==> src/rtl/accelerator_pkg.sv <==
// Shared types and constants for the accelerator control sequencer.
// The state code is one-hot with S_IDLE as the all-zero code, so state_o reads 0 out of reset.
package accelerator_pkg;

  localparam int DATA_WIDTH = 16;
  localparam int ADDR_WIDTH = 20;
  localparam int MODE_WIDTH = 4;

  localparam logic [MODE_WIDTH-1:0] MODE_STREAM  = 4'd1;
  localparam logic [MODE_WIDTH-1:0] MODE_IMG2COL = 4'd2;

  localparam int NUM_PARAM   = 3;
  localparam int PARAM_W_IDX = 0;
  localparam int PARAM_H_IDX = 1;
  localparam int PARAM_K_IDX = 2;

  typedef enum logic [4:0] {
    S_IDLE    = 5'b00000,
    S_PARAM   = 5'b00010,
    S_STREAM  = 5'b00100,
    S_IMG2COL = 5'b01000,
    S_FIN     = 5'b10000
  } accelerator_state_t;

  function automatic logic is_valid_mode(input logic [MODE_WIDTH-1:0] m);
    return (m == MODE_STREAM) || (m == MODE_IMG2COL);
  endfunction

endpackage

==> src/rtl/accel_img2col_agu.sv <==
// im2col address generator: nested oy/ox/ky/kx counters with running row offsets.
// A linear stream is the degenerate case H=K=1, W=N.
module accel_img2col_agu
  import accelerator_pkg::*;
(
  input  logic                  clk,
  input  logic                  rst,
  input  logic                  load,
  input  logic                  step,
  input  logic [ADDR_WIDTH-1:0] base,
  input  logic [DATA_WIDTH-1:0] w,
  input  logic [DATA_WIDTH-1:0] h,
  input  logic [DATA_WIDTH-1:0] k,
  output logic [ADDR_WIDTH-1:0] addr,
  output logic                  last
);

  localparam logic [DATA_WIDTH-1:0] ONE_D = DATA_WIDTH'(1);

  logic [ADDR_WIDTH-1:0] base_q;
  logic [ADDR_WIDTH-1:0] w_q;
  logic [ADDR_WIDTH-1:0] oy_row;
  logic [ADDR_WIDTH-1:0] row;
  logic [DATA_WIDTH-1:0] lim_oy, lim_ox, lim_k;
  logic [DATA_WIDTH-1:0] oy, ox, ky, kx;

  // oy_row = oy*W and row = (oy+ky)*W, both advanced by +W instead of multiplying.
  always_ff @(posedge clk or posedge rst) begin
    if (rst) begin
      base_q <= '0;
      w_q    <= '0;
      oy_row <= '0;
      row    <= '0;
      lim_oy <= '0;
      lim_ox <= '0;
      lim_k  <= '0;
      oy     <= '0;
      ox     <= '0;
      ky     <= '0;
      kx     <= '0;
    end else if (load) begin
      base_q <= base;
      w_q    <= ADDR_WIDTH'(w);
      lim_oy <= h - k;
      lim_ox <= w - k;
      lim_k  <= k - ONE_D;
      oy_row <= '0;
      row    <= '0;
      oy     <= '0;
      ox     <= '0;
      ky     <= '0;
      kx     <= '0;
    end else if (step) begin
      if (kx != lim_k) begin
        kx <= kx + ONE_D;
      end else begin
        kx <= '0;
        if (ky != lim_k) begin
          ky  <= ky + ONE_D;
          row <= row + w_q;
        end else begin
          ky <= '0;
          if (ox != lim_ox) begin
            ox  <= ox + ONE_D;
            row <= oy_row;
          end else begin
            ox     <= '0;
            oy     <= oy + ONE_D;
            oy_row <= oy_row + w_q;
            row    <= oy_row + w_q;
          end
        end
      end
    end
  end

  assign addr = base_q + row + ADDR_WIDTH'(ox) + ADDR_WIDTH'(kx);
  assign last = (oy == lim_oy) && (ox == lim_ox) && (ky == lim_k) && (kx == lim_k);

endmodule

==> src/rtl/accel_ctrl_seq.sv <==
// Job sequencer: fetches W/H/K, validates them, streams source addresses to the datapath and
// reports completion once the datapath drains.
module accel_ctrl_seq
  import accelerator_pkg::*;
(
  input  logic                  clk,
  input  logic                  rst,
  input  logic                  start_i,
  input  logic [MODE_WIDTH-1:0] mode_i,
  input  logic [ADDR_WIDTH-1:0] param_base_i,
  input  logic [ADDR_WIDTH-1:0] src_base_i,
  output logic                  param_rd_en_o,
  output logic [ADDR_WIDTH-1:0] param_addr_o,
  input  logic [DATA_WIDTH-1:0] param_rdata_i,
  output logic                  req_valid_o,
  input  logic                  req_ready_i,
  output logic [ADDR_WIDTH-1:0] req_addr_o,
  output logic                  req_last_o,
  input  logic                  dp_idle_i,
  output logic [4:0]            state_o,
  output logic                  busy_o,
  output logic                  done_o,
  output logic                  err_o
);

  localparam logic [1:0] CAP_W     = 2'(PARAM_W_IDX + 1);
  localparam logic [1:0] CAP_H     = 2'(PARAM_H_IDX + 1);
  localparam logic [1:0] CAP_K     = 2'(PARAM_K_IDX + 1);
  localparam logic [1:0] LAST_READ = 2'(NUM_PARAM - 1);
  localparam logic [DATA_WIDTH-1:0] ONE_D = DATA_WIDTH'(1);

  accelerator_state_t    state;
  logic [MODE_WIDTH-1:0] mode_q;
  logic [ADDR_WIDTH-1:0] src_base_q;
  logic [1:0]            pcnt;
  logic [DATA_WIDTH-1:0] p_w, p_h;
  logic                  is_stream;
  logic                  k_bad;
  logic                  agu_load, agu_step, agu_last;
  logic [DATA_WIDTH-1:0] agu_h, agu_k;

  // Word K is still on the read bus during the last PARAM cycle, so it is used directly.
  assign is_stream = (mode_q == MODE_STREAM);
  assign k_bad     = (param_rdata_i == '0) || (param_rdata_i > p_w) || (param_rdata_i > p_h);
  assign agu_load  = (state == S_PARAM) && (pcnt == CAP_K);
  assign agu_step  = req_valid_o && req_ready_i;
  assign agu_h     = is_stream ? ONE_D : p_h;
  assign agu_k     = is_stream ? ONE_D : param_rdata_i;

  accel_img2col_agu u_agu (
    .clk  (clk),
    .rst  (rst),
    .load (agu_load),
    .step (agu_step),
    .base (src_base_q),
    .w    (p_w),
    .h    (agu_h),
    .k    (agu_k),
    .addr (req_addr_o),
    .last (agu_last)
  );

  // Handshake: an address transfers on any cycle with req_valid_o && req_ready_i; while valid is
  // high and ready is low the address and last flag are held, and valid never drops until a transfer.
  always_ff @(posedge clk or posedge rst) begin
    if (rst) begin
      state         <= S_IDLE;
      mode_q        <= '0;
      src_base_q    <= '0;
      pcnt          <= '0;
      p_w           <= '0;
      p_h           <= '0;
      param_rd_en_o <= 1'b0;
      param_addr_o  <= '0;
      req_valid_o   <= 1'b0;
      busy_o        <= 1'b0;
      done_o        <= 1'b0;
      err_o         <= 1'b0;
    end else begin
      done_o <= 1'b0;
      case (state)
        S_IDLE: begin
          if (start_i) begin
            mode_q     <= mode_i;
            src_base_q <= src_base_i;
            busy_o     <= 1'b1;
            if (is_valid_mode(mode_i)) begin
              state         <= S_PARAM;
              err_o         <= 1'b0;
              pcnt          <= '0;
              param_rd_en_o <= 1'b1;
              param_addr_o  <= param_base_i;
            end else begin
              state <= S_FIN;
              err_o <= 1'b1;
            end
          end
        end
        S_PARAM: begin
          pcnt <= pcnt + 2'd1;
          if (pcnt < LAST_READ) begin
            param_rd_en_o <= 1'b1;
            param_addr_o  <= param_addr_o + ADDR_WIDTH'(1);
          end else begin
            param_rd_en_o <= 1'b0;
          end
          if (pcnt == CAP_W) p_w <= param_rdata_i;
          if (pcnt == CAP_H) p_h <= param_rdata_i;
          if (pcnt == CAP_K) begin
            if (is_stream) begin
              state <= (p_w == '0) ? S_FIN : S_STREAM;
            end else if (k_bad) begin
              state <= S_FIN;
              err_o <= 1'b1;
            end else begin
              state <= S_IMG2COL;
            end
          end
        end
        S_STREAM, S_IMG2COL: begin
          if (!req_valid_o) begin
            req_valid_o <= 1'b1;
          end else if (req_ready_i && agu_last) begin
            req_valid_o <= 1'b0;
            state       <= S_FIN;
          end
        end
        S_FIN: begin
          if (dp_idle_i) begin
            done_o <= 1'b1;
            busy_o <= 1'b0;
            state  <= S_IDLE;
          end
        end
        default: begin
          state       <= S_IDLE;
          busy_o      <= 1'b0;
          req_valid_o <= 1'b0;
        end
      endcase
    end
  end

  assign state_o    = state;
  assign req_last_o = req_valid_o && agu_last;

endmodule
==> config.mk <==
export PLATFORM = sky130hd
export DESIGN_NAME = accel_ctrl_seq
export DESIGN_NICKNAME = d
export VERILOG_FILES = /design/src/rtl/accelerator_pkg.sv /design/src/rtl/accel_img2col_agu.sv /design/src/rtl/accel_ctrl_seq.sv
export SDC_FILE = /design/constraint.sdc
export NUM_CORES = 1
export LEC_CHECK = 0
export ABC_AREA = 1
export CAP_MARGIN = 20
export CORE_ASPECT_RATIO = 1.75
export CORE_MARGIN = 2
export CORE_UTILIZATION = 56
export DETAILED_ROUTE_END_ITERATION = 8
export GPL_TIMING_DRIVEN = 0
export PLACE_DENSITY = 0.79
export SLEW_MARGIN = 20
export SYNTH_ARGS = -nofsm -noshare
export SYNTH_HDL_FRONTEND = slang
export SYNTH_SLANG_ARGS = --single-unit
==> constraint.sdc <==
create_clock -name clk -period 8.9 [get_ports clk]
set_clock_uncertainty 0.1 [all_clocks]
set_input_delay 1.78 -clock clk [delete_from_list [all_inputs] [get_ports clk]]
set_output_delay 1.78 -clock clk [all_outputs]
set_load 0.05 [all_outputs]
==> results.toml <==
[run_status]
status = "completed"

[floorplanning]
die_h_um = 255
die_w_um = 147
die-area_um2 = 37500
design.core.area_um2 = 35300
ios = 116
rows = 91
start_util = 0.569

[setup_path]
cpPeakStageDelay_ps = 840
cp_slowest_cell = "clkdlybuf4s50_1"
end_kind = "output pin"
cp-start-kind = "flop"
worstSetupPathType = "flop to output pin"
path_max_fanout = 4
crit_chain = "inv_1, fa_1, fa_1, inv_1, ha_1, a21oi_1, nand2_1, a21oi_1, o21ai_0, a21boi_0, o21ai_0, xor2_1, clkdlybuf4s50_1"
worstPathArrival_ps = 5080
critical_path_required_ps = 7020

[finish]
layout.nets = 3179
multi_input_area_um2 = 11500
num-fill-cells = 3226
antenna_cells = 0
layout_commonest_cell = "nand2_1"
area_growth_pct = 14.0
final_cell_mix = "827 x nand2_1, 350 x inv_1, 275 x dfrtp_1"
drive_gt1_frac = 0.0478
seq_area_um2 = 6880

[place]
hpwl_mm = 57.4
io_buffers = 114
place_congestion = 1.00

[timing]
setup_viol = 0
tightest_slew_ps = 932
slew_violations = 0
relSlewSlack = 0.372
hold_slack_ps = 381
finalSetupTns_ps = 0
fmax_mhz = 144
rsz0062_at_grt = "false"
min_period_ps = 6960
hold_viol = 0
period_share = 0.782

[synth]
synth-simple-area-share = 0.278
synth_cells = 2798
synth.distinct_cells = 56
synth_ff_type = "dfrtp_1"
synth_top_area_cell = "dfrtp_1"
synth_top_area_frac = 0.343
yosysWarningCount = 0
synth_top_family_by_area = "simple AND/OR/NAND/NOR gates"
synth_edf_count = 0
synthAdderAreaFrac = 0.116
syn-num-nets = 3027
synth-compound-area-share = 0.131
synthArstFlopShare = 1.00
synth_xor_area_frac = 0.0467
postSynthAreaPerCell_um2 = 7.18
syn_area_um2 = 20100
synth_mux_area_frac = 0
synth.area.top_cells = "dfrtp_1 34%, nand2_1 15%, ha_1 8.0%"
ys_ff_latch = 275
synth_seq_area_share = 0.343

[routing]
top_layer = "met4"
routedWlPerCell_um = 20.6
drt-met1-wl_mm = 24.0
drtIter0Drc = 1298
dr_wl_met3_mm = 3.31
finalWirelength_mm = 70.8
drc = 0
viasPerCell = 5.75
dr_wl_met2_mm = 35.6
vias = 19800
dr.pass1.iters = 6
ant_nets = 0

[power_and_ir_drop]
pwr-share-comb = 0.489
p_int_w = 0.00320
p_per_area_nw_per_um2 = 259
ir_worst_vdd_mv = 0.221
seq_power_share = 0.309
clkPwrFrac = 0.201
swShare = 0.460
power_leakage_nw = 12.1
switchingPower_w = 0.00273
fin_total_pwr_w = 0.00593

[hold_path]
hp-class = "flop to flop"

[cts]
clk_path_buf_depth = 3
clock_sinks = 275
htree_levels = 1
numCtsBuffers = 27
hold_buffers = 0
clkTransAtPathRegs_ps = 70
post_cts.repair.setup_buffers = 0
cts_root_buf = "clkbuf_16"
cts_resized = 0
insertion_delay_ps = 570
cts_tree = "yes"

[global_routing]
grt_max_degree = 37
grt_pass1_vias = 20300
track_usage = 0.380
grt_pass1_wl_mm = 109
overflow = 0
antenna_found_initial = 1

[job]
maxCapViolCount = 0
-- cells in the mapped netlist, types with 7 or more instances --
| library cell | count |
|---|---|
| nand2_1 | 827 |
| inv_1 | 351 |
| dfrtp_1 | 275 |
| o21ai_0 | 237 |
| nor2_1 | 227 |
| nand3_1 | 137 |
| a21oi_1 | 136 |
| ha_1 | 128 |
| xor2_1 | 78 |
| nand4_1 | 43 |
| nor3_1 | 42 |
| fa_1 | 36 |
| clkbuf_1 | 33 |
| xnor2_1 | 29 |
| buf_2 | 25 |
| o22ai_1 | 23 |
| nor4_1 | 17 |
| o21bai_1 | 16 |
| inv_2 | 15 |
| a21o_1 | 11 |
| or2_2 | 10 |
| a31oi_1 | 8 |
| o211ai_1 | 8 |
| o21ai_2 | 7 |
-- metrics by stage --
step,utilization,cell area [um2],cells,setup slack (ps)
floorplan,-,20100,2798,3380
global placement,0.618,21800,3377,1370
detailed placement,0.623,22000,3386,2650
finish,0.649,22900,3434,1940
CTS,0.649,22900,3434,2050
global route,0.649,22900,3434,1870
-- final cells by class --
class,instances,share of cell area
inverters,369,0.0609
clock buffers,39,0.0345
multi-input cells,2085,0.501
plain buffers,69,0.0146
well taps,465,0.0254
repair buffers,123,0.0577
clock inverters,9,0.00481
flip-flops and latches,275,0.301
-- state kept, by name, summed over array words and instances, names as in the netlist, 20 cells and up --
register / flops
param_addr_o: 20
src_base_q: 20
u_agu.base_q: 20
u_agu.oy_row: 20
u_agu.row: 20
-- layer usage --
layer | global-route usage | vias up
li1 | - | 9381
met1 | 0.376 | 9335
met2 | 0.685 | 741
met3 | 0.0404 | 301
met4 | 0.361 | 0
met5 | 0 | -
-- worst paths after layout --
| path | from | to | slack [ps] | depth (start not counted) |
|---|---|---|---|---|
| max in group asynchronous | rst | p_w[5] | 6150 | 6 |
| worst max-delay path | u_agu.ox[3] | req_addr_o[12] | 1940 | 13 |
| worst min register to register | src_base_q[15] | src_base_q[15] | 380 | 2 |
| worst max register to register | mode_q[3] | u_agu.lim_oy[10] | 4890 | 16 |
| min in group asynchronous | rst | src_base_q[12] | 1410 | 2 |
| worst min-delay path | src_base_q[15] | src_base_q[15] | 380 | 2 |
-- cell families after synthesis --
kind of cell    after synthesis
simple gates               1335
compound gates              478
buf+inv                     438
flops                       275
fa+ha+maj                   164
xor+xnor                    107
other cells                   1
-- worst max-delay path, delay by kind of cell (launching register included) --
kind,cells,cell delay [ps]
XOR/XNOR,1,200
flip-flops,1,420
buffers and inverters,3,1210
AND/OR/NAND/NOR,1,100
AO/OA/AOI/OAI,5,1150
adder cells (fa/ha/maj),3,1410
-- power groups by stage --
stage / sequential [W] / combinational, W / clock [W]
3_5_place_dp: 0.00183 / 0.00285 / 0
2_1_floorplan: 0.00192 / 0.00187 / 0
3_3_place_gp: 0.00183 / 0.00278 / 0
4_1_cts: 0.00182 / 0.00287 / 0.00120
6_report: 0.00183 / 0.00290 / 0.00119
5_1_grt: 0.00185 / 0.00321 / 0.00125
No activity file was read; power rests on OpenSTA's default activity.
